==> src/rtl/sseg_disp_ctrl.sv <==
// Seven-segment display controller: eight 6-bit digit registers written
// by two round-robin arbitrated requesters. A scroll rotator feeds the
// registers out to the sseg_driver inputs.
module sseg_disp_ctrl #(
  parameter int SCROLL_DIV = 100
) (
  input  logic       clk,
  input  logic       rst,
  input  logic       req_a,
  input  logic       req_b,
  input  logic [2:0] addr_a,
  input  logic [2:0] addr_b,
  input  logic [5:0] data_a,
  input  logic [5:0] data_b,
  output logic       gnt_a,
  output logic       gnt_b,
  input  logic       clr,
  input  logic       scroll_en,
  output logic [5:0] out0,
  output logic [5:0] out1,
  output logic [5:0] out2,
  output logic [5:0] out3,
  output logic [5:0] out4,
  output logic [5:0] out5,
  output logic [5:0] out6,
  output logic [5:0] out7,
  output logic       scroll_step
);

  localparam logic [15:0] TICK_MAX = 16'(SCROLL_DIV - 1);

  logic [5:0]  r_regs [8];
  logic        r_ptr_b;   // 0: favour A on contention, 1: favour B
  logic [15:0] r_tick;
  logic [2:0]  r_off;
  logic        w_tick_wrap;

  // Arbitration: a sole requester always wins; contention is resolved by the pointer.
  // Grants are suppressed during clear and while reset is held.
  always_comb begin
    gnt_a = 1'b0;
    gnt_b = 1'b0;
    if (rst && !clr) begin
      if (req_a && req_b) begin
        gnt_a = !r_ptr_b;
        gnt_b = r_ptr_b;
      end else begin
        gnt_a = req_a;
        gnt_b = req_b;
      end
    end
  end

  // Scroll step fires on the last tick of each period while scrolling is enabled.
  always_comb begin
    w_tick_wrap = scroll_en && (r_tick == TICK_MAX);
    scroll_step = rst && w_tick_wrap;
  end

  // Digit register file: the clear takes precedence; otherwise at most one granted write lands.
  always_ff @(posedge clk or negedge rst) begin
    if (!rst) begin
      for (int unsigned i = 0; i < 8; i++) r_regs[i] <= '0;
    end else if (clr) begin
      for (int unsigned i = 0; i < 8; i++) r_regs[i] <= '0;
    end else if (gnt_a) begin
      r_regs[addr_a] <= data_a;
    end else if (gnt_b) begin
      r_regs[addr_b] <= data_b;
    end
  end

  // Round-robin pointer: after any grant, favour the side that was not granted.
  always_ff @(posedge clk or negedge rst) begin
    if (!rst) begin
      r_ptr_b <= 1'b0;
    end else if (gnt_a || gnt_b) begin
      r_ptr_b <= gnt_a;
    end
  end

  // Scroll tick counter and rotation offset. Both are independent of clr.
  always_ff @(posedge clk or negedge rst) begin
    if (!rst) begin
      r_tick <= '0;
      r_off  <= '0;
    end else if (!scroll_en) begin
      r_tick <= '0;
      r_off  <= '0;
    end else if (w_tick_wrap) begin
      r_tick <= '0;
      r_off  <= r_off + 3'd1;
    end else begin
      r_tick <= r_tick + 16'd1;
    end
  end

  // Rotated view: the 3-bit index add wraps modulo 8 by construction.
  always_comb begin
    out0 = r_regs[r_off + 3'd0];
    out1 = r_regs[r_off + 3'd1];
    out2 = r_regs[r_off + 3'd2];
    out3 = r_regs[r_off + 3'd3];
    out4 = r_regs[r_off + 3'd4];
    out5 = r_regs[r_off + 3'd5];
    out6 = r_regs[r_off + 3'd6];
    out7 = r_regs[r_off + 3'd7];
  end

endmodule

==> config.mk <==
export PLATFORM = sky130hd
export DESIGN_NAME = sseg_disp_ctrl
export DESIGN_NICKNAME = d
export VERILOG_FILES = /design/src/rtl/sseg_disp_ctrl.sv
export SDC_FILE = /design/constraint.sdc
export NUM_CORES = 1
export LEC_CHECK = 0
export BUFFER_PORTS_ARGS = -buffer_cell sky130_fd_sc_hd__buf_2
export CAP_MARGIN = 20
export CORE_AREA = 2 2 126 128
export DETAILED_ROUTE_END_ITERATION = 8
export DIE_AREA = 0 0 128 130
export PLACE_DENSITY = 0.68
export SYNTH_ARGS = -nofsm -noshare
export SYNTH_HDL_FRONTEND = slang
export SYNTH_SLANG_ARGS = --single-unit
==> constraint.sdc <==
create_clock -name clk -period 2.7 [get_ports clk]
set_input_delay 0.135 -clock clk [delete_from_list [all_inputs] [get_ports clk]]
set_output_delay 0.135 -clock clk [all_outputs]
set_load 0.01 [all_outputs]
==> metrics.md, run 1 <==
| Metric | Value |
|---|---|
| Min Tclk post-route | 2.51 ns |
| Final setup viols | 0 |
| Crit-path cells | buf_4 > mux4_2 > mux2_2 > buf_2 |
| DRC Markers | 0 |
| Area of the die | 0.0166 mm^2 |
| Largest family of logic cells by synthesized area | multiplexers |
| CTS tree | yes |
| R2r worst-path depth | 5 |
| Startpoint Class | flip-flop |
| YS warnings | 0 |
| Post-synthesis mux area share | 0.297 |
| Core Region | 0.0154 mm^2 |
| Antenna violations before repair | 4 |
| Post-synthesis net count | 662 |
| Class of the worst hold path | in2reg |
| VDD IR max | 0.309 mV |
| Post-synth EDFFs | 0 |
| Yosys top cell by area | dfrtp_1 |
| Deepest level of the CTS H-tree | 3 |
| Synth Area in Simple Gates | 0.205 |
| IO Port Bufs | 74 |
| Layout cell share with drive strength beyond 1 | 0.335 |
| Leakage | 0.00291 uW |
| Top FF cell, synth | dfrtp_1 |
| Post-synthesis xor/xnor area fraction | 0.0276 |
| DP HPWL | 12700 um |
| Setup crit end kind | primary output |
| GRT Total Usage | 0.217 |
| Cts bufs inserted | 9 |
| Worst EP arrival | 2.38 ns |
| Num Clock Sinks | 68 |
| Initial Util | 0.390 |
| Fin. Hold Viols | 0 |
| Ys async rst share | 1.00 |
| Via density | 6.17 |
| Pins Over Slew Limit | 0 |
| # fillers | 1475 |
| Max Buffers Root-to-Sink | 2 |
| Remaining Overflow, GRT | 0 |
| PD cells | 400 mW/mm^2 |
| Period utilization | 0.930 |
| CTS root buf | clkbuf_16 |
| RSZ-0062 raised after global routing | no |
| Slew @ Worst Pin | 0.926 ns |
| Slowest-stage cell, CP | buf_4 |
| Vias after detailed routing | 5413 |
| Relative slew slack | 0.378 |
| Synthesized cell area | 0.00602 mm^2 |
| Top cell type's share of synthesized area | 0.283 |
| Row count | 46 |
| Register bit count reported by yosys | 68 |
| Outcome | finished clean |
| GP Congestion | 0.884 |
| Crit Path Class | reg2out |
| Largest net degree at the start of global routing | 58 |
| First-pass GRT wire length | 28000 um |
| Mapped Cells | 635 |
| Layout area overhead | 13.9% |
| Setup TNS | 0 ns |
| Die W | 128 um |
| Max-cap violation count | 0 |
| Post-CTS Setup Inserts | 0 |
| Fin area | 0.00686 mm^2 |
| DRT Pass-1 Iters | 6 |
| Antenna-violating nets left | 0 |
| I/O pins | 75 |
| Syn_area_per_cell | 9.48 um^2 |
| Crit-path max cell delay | 0.62 ns |
| Die H | 130 um |
| Complex-gate fraction of the synthesized area | 0.127 |
| Register area share after synthesis | 0.283 |
| Vias in the first global route | 4893 |
| Initial DRC count | 714 |
| Final #Nets | 703 |
| Max FO, Critical Path | 48 |
| Synth Area in Adders | 0.00624 |
| DP Area | 0.00654 mm^2 |
| Hold Path Cell Cnt | 2 |
| Wirelength per Cell | 20.2 um |
| Cell variety after synth | 43 |
| Worst-Skew Late Latency | 0.34 ns |
| Reg clk slew, reported paths | 0.06 ns |
| Setup Skew | 0.0122 ns |
| Achievable Freq | 398 MHz |
| Required @ worst endpoint | 2.57 ns |
| Largest cells by area after synthesis | dfrtp_1, mux4_2, nand2_1 |
| Final WL | 17700 um |
-- stage by stage --
| stage | worst slack [ns] | cells | utilization | hold WS (ns) | total power, uW |
|---|---|---|---|---|---|
| 6_report | 0.188 | 877 | 0.445 | 0.0942 | 2740 |
| 5_1_grt | 0.00806 | 877 | 0.445 | 0.100 | 2840 |
| 4_1_cts | 0.149 | 873 | 0.444 | 0.0880 | 2740 |
| 3_5_place_dp | 0.514 | 856 | 0.424 | -0.0322 | 1580 |
| 3_3_place_gp | 0.526 | 856 | 0.424 | -0.0323 | 1580 |
| 2_1_floorplan | 0.00171 | 635 | - | -0.161 | 1410 |
-- final cells by class --
cell class,instances,area [um^2],area share
antenna,4,10.0,0.00146
clock buffer,10,229,0.0334
clock inverter,6,65.1,0.00949
inverter,5,18.8,0.00274
multi-input combinational,490,4000,0.583
sequential,68,1700,0.248
tap,192,240,0.0350
timing repair buffer,102,596,0.0868
-- worst paths after layout --
kind	slack (ns)	startpoint	to
min in group asynchronous	0.22	rst	r_ptr_b$_DFFE_PN0P_
worst min-delay path	0.09	scroll_en	r_tick[1]$_DFF_PN0_
worst max register to register	0.56	r_ptr_b$_DFFE_PN0P_	r_regs[34]$_DFFE_PN0P_
max in group asynchronous	1.28	rst	r_off[0]$_DFFE_PN0P_
worst min register to register	0.53	r_tick[0]$_DFF_PN0_	r_tick[0]$_DFF_PN0_
worst max-delay path	0.19	r_off[0]$_DFFE_PN0P_	out4[3]
-- registers in the layout, indices dropped and copies added (netlist names) --
name,flops
r_off,3
r_regs,48
r_ptr_b,1
r_tick,16
-- worst max-delay path, delay by kind of cell (launching register included) --
kind	cells	cell delay (ns)
buf+inv	2	0.76
flops	1	0.36
mux	2	0.90
-- metal layers --
metal / vias up / GRT usage / wire length (um)
met2: 282 / 0.329 / 8050
li1: 2489 / - / -
met3: 34 / 0.0320 / 1460
met4: 0 / 0.0995 / 598
met5: - / 0 / 0
met1: 2608 / 0.309 / 7590
-- kinds of logic (layout without fill, tap and decap cells) --
family / Yosys count / count (layout)
compound gates: 120 / 120
xor+xnor: 19 / 19
fa+ha+maj: 3 / 3
buf+inv: 77 / 123
flops: 68 / 68
mux: 109 / 109
other cells: 0 / 4
simple gates: 239 / 239
-- report_power, final --
group / internal, uW / total, uW / switching [uW]
Sequential: 1050 / 1100 / 47.6
Clock: 714 / 1160 / 447
Combinational: 169 / 482 / 313
-- layout by cell type, fill, tap and decap left out, drive strengths merged, types with 6 or more instances in the layout --
| cell type | count |
|---|---|
| nand2 | 115 |
| o22ai | 7 |
| nand4 | 52 |
| o211ai | 48 |
| nor4 | 6 |
| nand3 | 16 |
| dfrtp | 68 |
| mux2 | 60 |
| and3b | 7 |
| clkbuf | 10 |
| a21oi | 59 |
| mux4 | 48 |
| xnor2 | 10 |
| xor2 | 9 |
| nor2 | 19 |
| nor3b | 6 |
| buf | 101 |
-- cell usage after synthesis, types with 3 or more instances --
cell and count:
a21oi_1 52, xor2_1 9, dfrtp_1 68, clkbuf_1 32
or3_1 3, mux2_1 20, and3_1 4, nand3_1 15
mux4_2 48, mux2_2 34, nand2_1 113, xnor2_1 10
o22ai_1 7, nand4_1 52, and3b_1 7, mux2_4 6
buf_1 10, nor3b_2 6, o21ai_0 3, buf_2 23
nor4_1 6, inv_1 5, o211ai_1 48, a21oi_2 7
clkbuf_2 6, nor2_1 18, ha_1 3
-- what timing repair did --
item	in CTS	in global routing
resized for setup	0	1
hold buffers	1	0
setup endpoints to repair	0	4
hold endpoints to repair	19	0
No activity file was read; power rests on OpenSTA's default activity.
==> run 2, diff against run 1 <==
--- a/config.mk
+++ b/config.mk
@@ -12,3 +12,2 @@
 export DIE_AREA = 0 0 128 130
-export PLACE_DENSITY = 0.68
 export SYNTH_ARGS = -nofsm -noshare
==> constraint.sdc (replaced) <==
create_clock -name clk -period 2.7 [get_ports clk]
set_input_delay 0.27 -clock clk [delete_from_list [all_inputs] [get_ports clk]]
set_output_delay 0.27 -clock clk [all_outputs]
set_load 0.01 [all_outputs]
==> run 2 against run 1 <==
Global-route usage up 0.34 points. Total power up 0.14%. Highest routed layer unchanged. Critical path depth up 3. Register-to-register slack worse by 0.09 ns. Worst hold slack better by 0.13 ns. Clock skew down 0.0039 ns. Non-clock buffer count unchanged. Clock power about the same. Largest cell class unchanged. Fmax down 1.2%. Final cell count down 0.46%. Sequential share of layout area about the same.
==> metrics.md, run 2 (synthesis results as in run 1) <==
| Metric | Value |
|---|---|
| Outcome | finished clean |
| Pins Over Slew Limit | 0 |
| Via density | 6.35 |
| Biggest regs | r_regs x48, r_tick x16, r_off x3 |
| Final WL | 17900 um |
| Max Buffers Root-to-Sink | 2 |
| VDD IR max | 0.285 mV |
| PD cells | 401 mW/mm^2 |
| RSZ-0062 raised after global routing | no |
| Num Clock Sinks | 68 |
| Vias after detailed routing | 5540 |
| IO Port Bufs | 74 |
| Min Tclk post-route | 2.54 ns |
| Leakage | 0.00292 uW |
| Crit-path max cell delay | 0.58 ns |
| DRT Pass-1 Iters | 7 |
| Most frequent cells in the layout | nand2_1, buf_2, dfrtp_1 |
| Footprint of the multi-input gates | 0.00399 mm^2 |
| Achievable Freq | 393 MHz |
| DP HPWL | 13200 um |
| # diodes | 0 |
| Cts bufs inserted | 9 |
| Wirelength per Cell | 20.5 um |
| Area of the die | 0.0166 mm^2 |
| GRT busiest layer | met2 |
| Setup TNS | 0 ns |
| DP Cell Count | 856 |
| Cell mode on critical path | nand2_1 |
| Worst EP arrival | 2.27 ns |
| CTS tree | yes |
| Deepest level of the CTS H-tree | 3 |
| GP Congestion | 0.886 |
| Final std cells w/o fill | 873 |
| Relative slew slack | 0.376 |
| Post-CTS sizing | 0 |
| Antenna violations before repair | 0 |
| Setup Skew | 0.00826 ns |
| Most flops, register | r_regs |
| Hold Path Cell Cnt | 3 |
| Critical path's top delay family | multiplexers |
| Die H | 130 um |
| Final setup viols | 0 |
| Setup crit end kind | primary output |
| Crit Path Class | reg2out |
| GRT Total Usage | 0.220 |
| Layout cell share with drive strength beyond 1 | 0.333 |
| Crit-path cells | inv_1 > ha_1 > buf_4 > mux4_2 > nand2_1 > nand2_1 > buf_2 |
| Max FFs per register | 48 |
| Core Region | 0.0154 mm^2 |
| First-pass GRT wire length | 28600 um |
| Period utilization | 0.941 |
| Met1 Use GR | 0.306 |
| I/O pins | 75 |
| Max FO, Critical Path | 22 |
| Row count | 46 |
| Antenna-violating nets left | 0 |
| # fillers | 1443 |
| R2r worst-path depth | 4 |
| FF+latch area | 0.00170 mm^2 |
| Worst-Skew Late Latency | 0.33 ns |
| Met3 Usage GRT | 0.0377 |
| Die W | 128 um |
| Layout area overhead | 13.7% |
| Startpoint Class | flip-flop |
| Class of the worst hold path | in2reg |
| Initial DRC count | 515 |
| Critical Path Stages | 7 |
| Required @ worst endpoint | 2.43 ns |
| Vias in the first global route | 4969 |
| Flop2flop setup slack | 0.47 ns |
| Reg clk slew, reported paths | 0.06 ns |
| Most common cell after layout, fill and taps aside | nand2_1 |
| Slew @ Worst Pin | 0.930 ns |
| Final #Nets | 703 |
| Remaining Overflow, GRT | 0 |
| Initial Util | 0.390 |
| Slowest-stage cell, CP | mux4_2 |
| Max-cap violation count | 0 |
| DRC Markers | 0 |
| CTS root buf | clkbuf_16 |
| Largest net degree at the start of global routing | 58 |
| Fin. Hold Viols | 0 |
| GR Util met2 | 0.345 |
| Crit path buf inv count | 3 |
-- run 2: worst paths after layout --
check / to / from
max: out1[0] / r_off[0]$_DFFE_PN0P_
max reg2reg: r_regs[42]$_DFFE_PN0P_ / r_ptr_b$_DFFE_PN0P_
min reg2reg: r_tick[0]$_DFF_PN0_ / r_tick[0]$_DFF_PN0_
min: r_off[0]$_DFFE_PN0P_ / scroll_en
max in group asynchronous: r_off[0]$_DFFE_PN0P_ / rst
min in group asynchronous: r_tick[5]$_DFF_PN0_ / rst
-- run 2: through the flow --
stage          utilization  setup WS (ns)  hold slack, ns  power [uW]  area, um^2
4_1_cts              0.444          0.133           0.216        2760        6850
3_3_place_gp         0.424          0.519           0.278        1570        6540
3_5_place_dp         0.424          0.460           0.285        1580        6540
2_1_floorplan            -         0.0483         -0.0256        1410        6030
6_report             0.444          0.158           0.222        2750        6850
5_1_grt              0.444        0.00298           0.239        2860        6850
-- run 2: repair_timing --
item,4_1_cts,5_1_grt
setup buffers,0,0
hold endpoints to repair,13,0
hold buffers,1,0
setup endpoints to repair,0,0
-- run 2: area by class of cell --
class,count,share of cell area
Multi-Input combinational cell,490,0.583
Sequential cell,68,0.249
Inverter,5,0.00274
Clock buffer,9,0.0329
Timing Repair Buffer,102,0.0870
Clock inverter,7,0.0110
Tap cell,192,0.0351
-- run 2: metal layers --
metal | vias to the layer above | share of wire | routed length [um]
met2 | 300 | 0.46 | 8190
li1 | 2488 | - | -
met1 | 2711 | 0.43 | 7770
met5 | - | 0 | 0
met4 | 0 | 0.031 | 551
met3 | 41 | 0.080 | 1430
-- run 2: worst reg2reg max path: cells and delay by family, from the launching register on --
family | cells | cell delay (ns)
AO/OA/AOI/OAI | 2 | 0.74
flip-flops | 1 | 0.40
multiplexers | 1 | 0.40
AND/OR/NAND/NOR | 1 | 0.57
-- run 2: report_power, final --
group	leakage (uW)	switching (uW)	internal, uW	total, uW
Sequential	0.000938	43.4	1050	1090
Combinational	0.00183	316	167	483
Clock	0.000150	449	720	1170
Total	0.00292	808	1940	2750
==> run 3, diff against run 2 <==
Settings changed: CTS_BUF_LIST set to sky130_fd_sc_hd__clkbuf_4.
Clock period 2.7 ns to 2.6 ns, I/O delays scaled along.
==> run 3 against run 2 <==
Cell area fell by 0.42%. Global-route usage is 0.22 points higher. Clock power decreased by 30%. First-iteration DRC count grew 15%. Critical path type unchanged. Highest routed layer unchanged. Flip-flop and latch count unchanged.
==> metrics.md, run 3 (synthesis results as in run 1) <==
| Metric | Value |
|---|---|
| Class of the worst hold path | in2reg |
| Die W | 128 um |
| Wirelength per Cell | 20.8 um |
| # fillers | 1474 |
| Antenna-violating nets left | 0 |
| CTS tree | yes |
| Max-cap violation count | 0 |
| Final WL | 18300 um |
| Period utilization | 0.952 |
| Antenna violations before repair | 1 |
| Initial Util | 0.390 |
| I/O pins | 75 |
| Slew @ Worst Pin | 0.679 ns |
| Min Tclk post-route | 2.47 ns |
| Setup crit end kind | primary output |
| DRC Markers | 0 |
| VDD IR max | 0.199 mV |
| Core Region | 0.0154 mm^2 |
| Via density | 6.21 |
| Power share of the combinational group | 0.205 |
| Final #Nets | 709 |
| Clock network power share | 0.334 |
| Pwr Total | 2470 uW |
| Vias after detailed routing | 5468 |
| Deepest level of the CTS H-tree | 3 |
| Remaining Overflow, GRT | 0 |
| Max FFs per register | 48 |
| Area of the die | 0.0166 mm^2 |
| GP Congestion | 0.871 |
| Vias in the first global route | 5078 |
| Util after Layout | 0.442 |
| Post-Place Worst Slack | 0.353 ns |
| Pins Over Slew Limit | 0 |
| Biggest regs | r_regs x48, r_tick x16, r_off x3 |
| Max FO, Critical Path | 11 |
| Fin. Hold Viols | 0 |
| Fin area | 0.00682 mm^2 |
| Required @ worst endpoint | 2.34 ns |
| Setup Skew | 0.0265 ns |
| Outcome | finished clean |
| DP HPWL | 13400 um |
| Reg clk slew, reported paths | 0.13 ns |
| GRT Total Usage | 0.223 |
| Final setup viols | 0 |
| CTS root buf | clkbuf_4 |
| Die H | 130 um |
| Largest net degree at the start of global routing | 57 |
| Worst EP arrival | 2.21 ns |
| Layout cell share with drive strength beyond 1 | 0.344 |
| Cts bufs inserted | 9 |
| Sequential share of power | 0.461 |
| Relative slew slack | 0.547 |
| Max Buffers Root-to-Sink | 2 |
| Startpoint Class | flip-flop |
| DRT Pass-1 Iters | 5 |
| RSZ-0062 raised after global routing | no |
| First-pass GRT wire length | 28800 um |
| Setup TNS | 0 ns |
| Worst-Skew Late Latency | 0.44 ns |
| DP Area | 0.00657 mm^2 |
| Initial DRC count | 591 |
| Num Clock Sinks | 68 |
| IO Port Bufs | 74 |
| Most common cell after layout, fill and taps aside | nand2_1 |
| Most flops, register | r_regs |
| Sw Pwr | 803 uW |
| Crit Path Class | reg2out |
| Most frequent cells in the layout | nand2_1, buf_2, dfrtp_1 |
| Achievable Freq | 404 MHz |
| Switching Fraction | 0.326 |
| Layout area overhead | 13.3% |
| Cell internal pwr | 1660 uW |
| Post-CTS Setup Inserts | 0 |
| Leakage | 0.00290 uW |
| Final setup margin | 0.125 ns |
| PD cells | 362 mW/mm^2 |
| Row count | 46 |
-- run 3: cell count changes in the layout (fill, tap and decap cells not counted) --
cell        change
inv_6           -1
xnor2_2         +2
clkinv_2        -1
clkbuf_4        +9
buf_12          +1
ha_1            -1
diode_2         +1
xnor2_1         -2
clkinvlp_4      +1
buf_4           +4
ha_4            +1
clkbuf_16       -8
bufinv_16       +1
-- run 3: final timing paths --
kind	startpoint	slack, ns	to	depth (start not counted)
min	scroll_en	0.09	r_off[0]$_DFFE_PN0P_	3
max	r_off[0]$_DFFE_PN0P_	0.13	out5[3]	7
min reg2reg	r_tick[0]$_DFF_PN0_	0.52	r_tick[0]$_DFF_PN0_	1
max in group asynchronous	rst	1.64	r_regs[24]$_DFFE_PN0P_	3
max reg2reg	r_ptr_b$_DFFE_PN0P_	0.40	r_regs[34]$_DFFE_PN0P_	4
min in group asynchronous	rst	0.39	r_tick[5]$_DFF_PN0_	3
-- run 3: power by group through the flow --
stage | clock [uW] | sequential [uW] | combinational [uW]
after floorplan | 0 | 1140 | 332
after global placement | 0 | 1150 | 487
after detailed placement | 0 | 1150 | 497
after CTS | 840 | 1130 | 500
after global routing | 881 | 1140 | 547
final | 823 | 1140 | 506
-- run 3: area by class of cell --
type                       count  area (um^2)  share of cell area
sequential                    68         1700               0.250
timing repair buffer         108          671              0.0984
clock buffer                   9         67.6             0.00991
tap                          192          240              0.0352
inverter                       5         18.8             0.00275
multi-input combinational    490         4020               0.589
antenna                        1         2.50            0.000367
clock inverter                 7         98.8              0.0145
-- run 3: repair_timing --
item,4_1_cts,5_1_grt
endpoints found under the hold margin,42,0
endpoints found under the setup margin,15,28
hold buffers,1,0
pin swaps,0,0
gates resized for setup,2,4
cloned,0,1
-- run 3: critical path: stages (launching register included) --
cell and delay, ns:
dfrtp_2 0.41, inv_1 0.09, ha_4 0.30, buf_12 0.15
mux4_2 0.54, nand2_1 0.09, nand2_1 0.05, buf_2 0.13
-- run 3: per-layer routing --
metal,global-route usage,wire length [um],up-vias
met5,0,0,-
met4,0.0899,540,0
met3,0.0324,1150,35
met2,0.356,8450,238
met1,0.307,8160,2692
li1,-,-,2503
-- run 3: through the flow --
stage | cells | hold slack [ns]
after floorplan | 635 | -0.0356
after global placement | 861 | 0.320
after detailed placement | 861 | 0.334
after CTS | 878 | 0.0630
after global routing | 880 | 0.0783
final | 880 | 0.0911
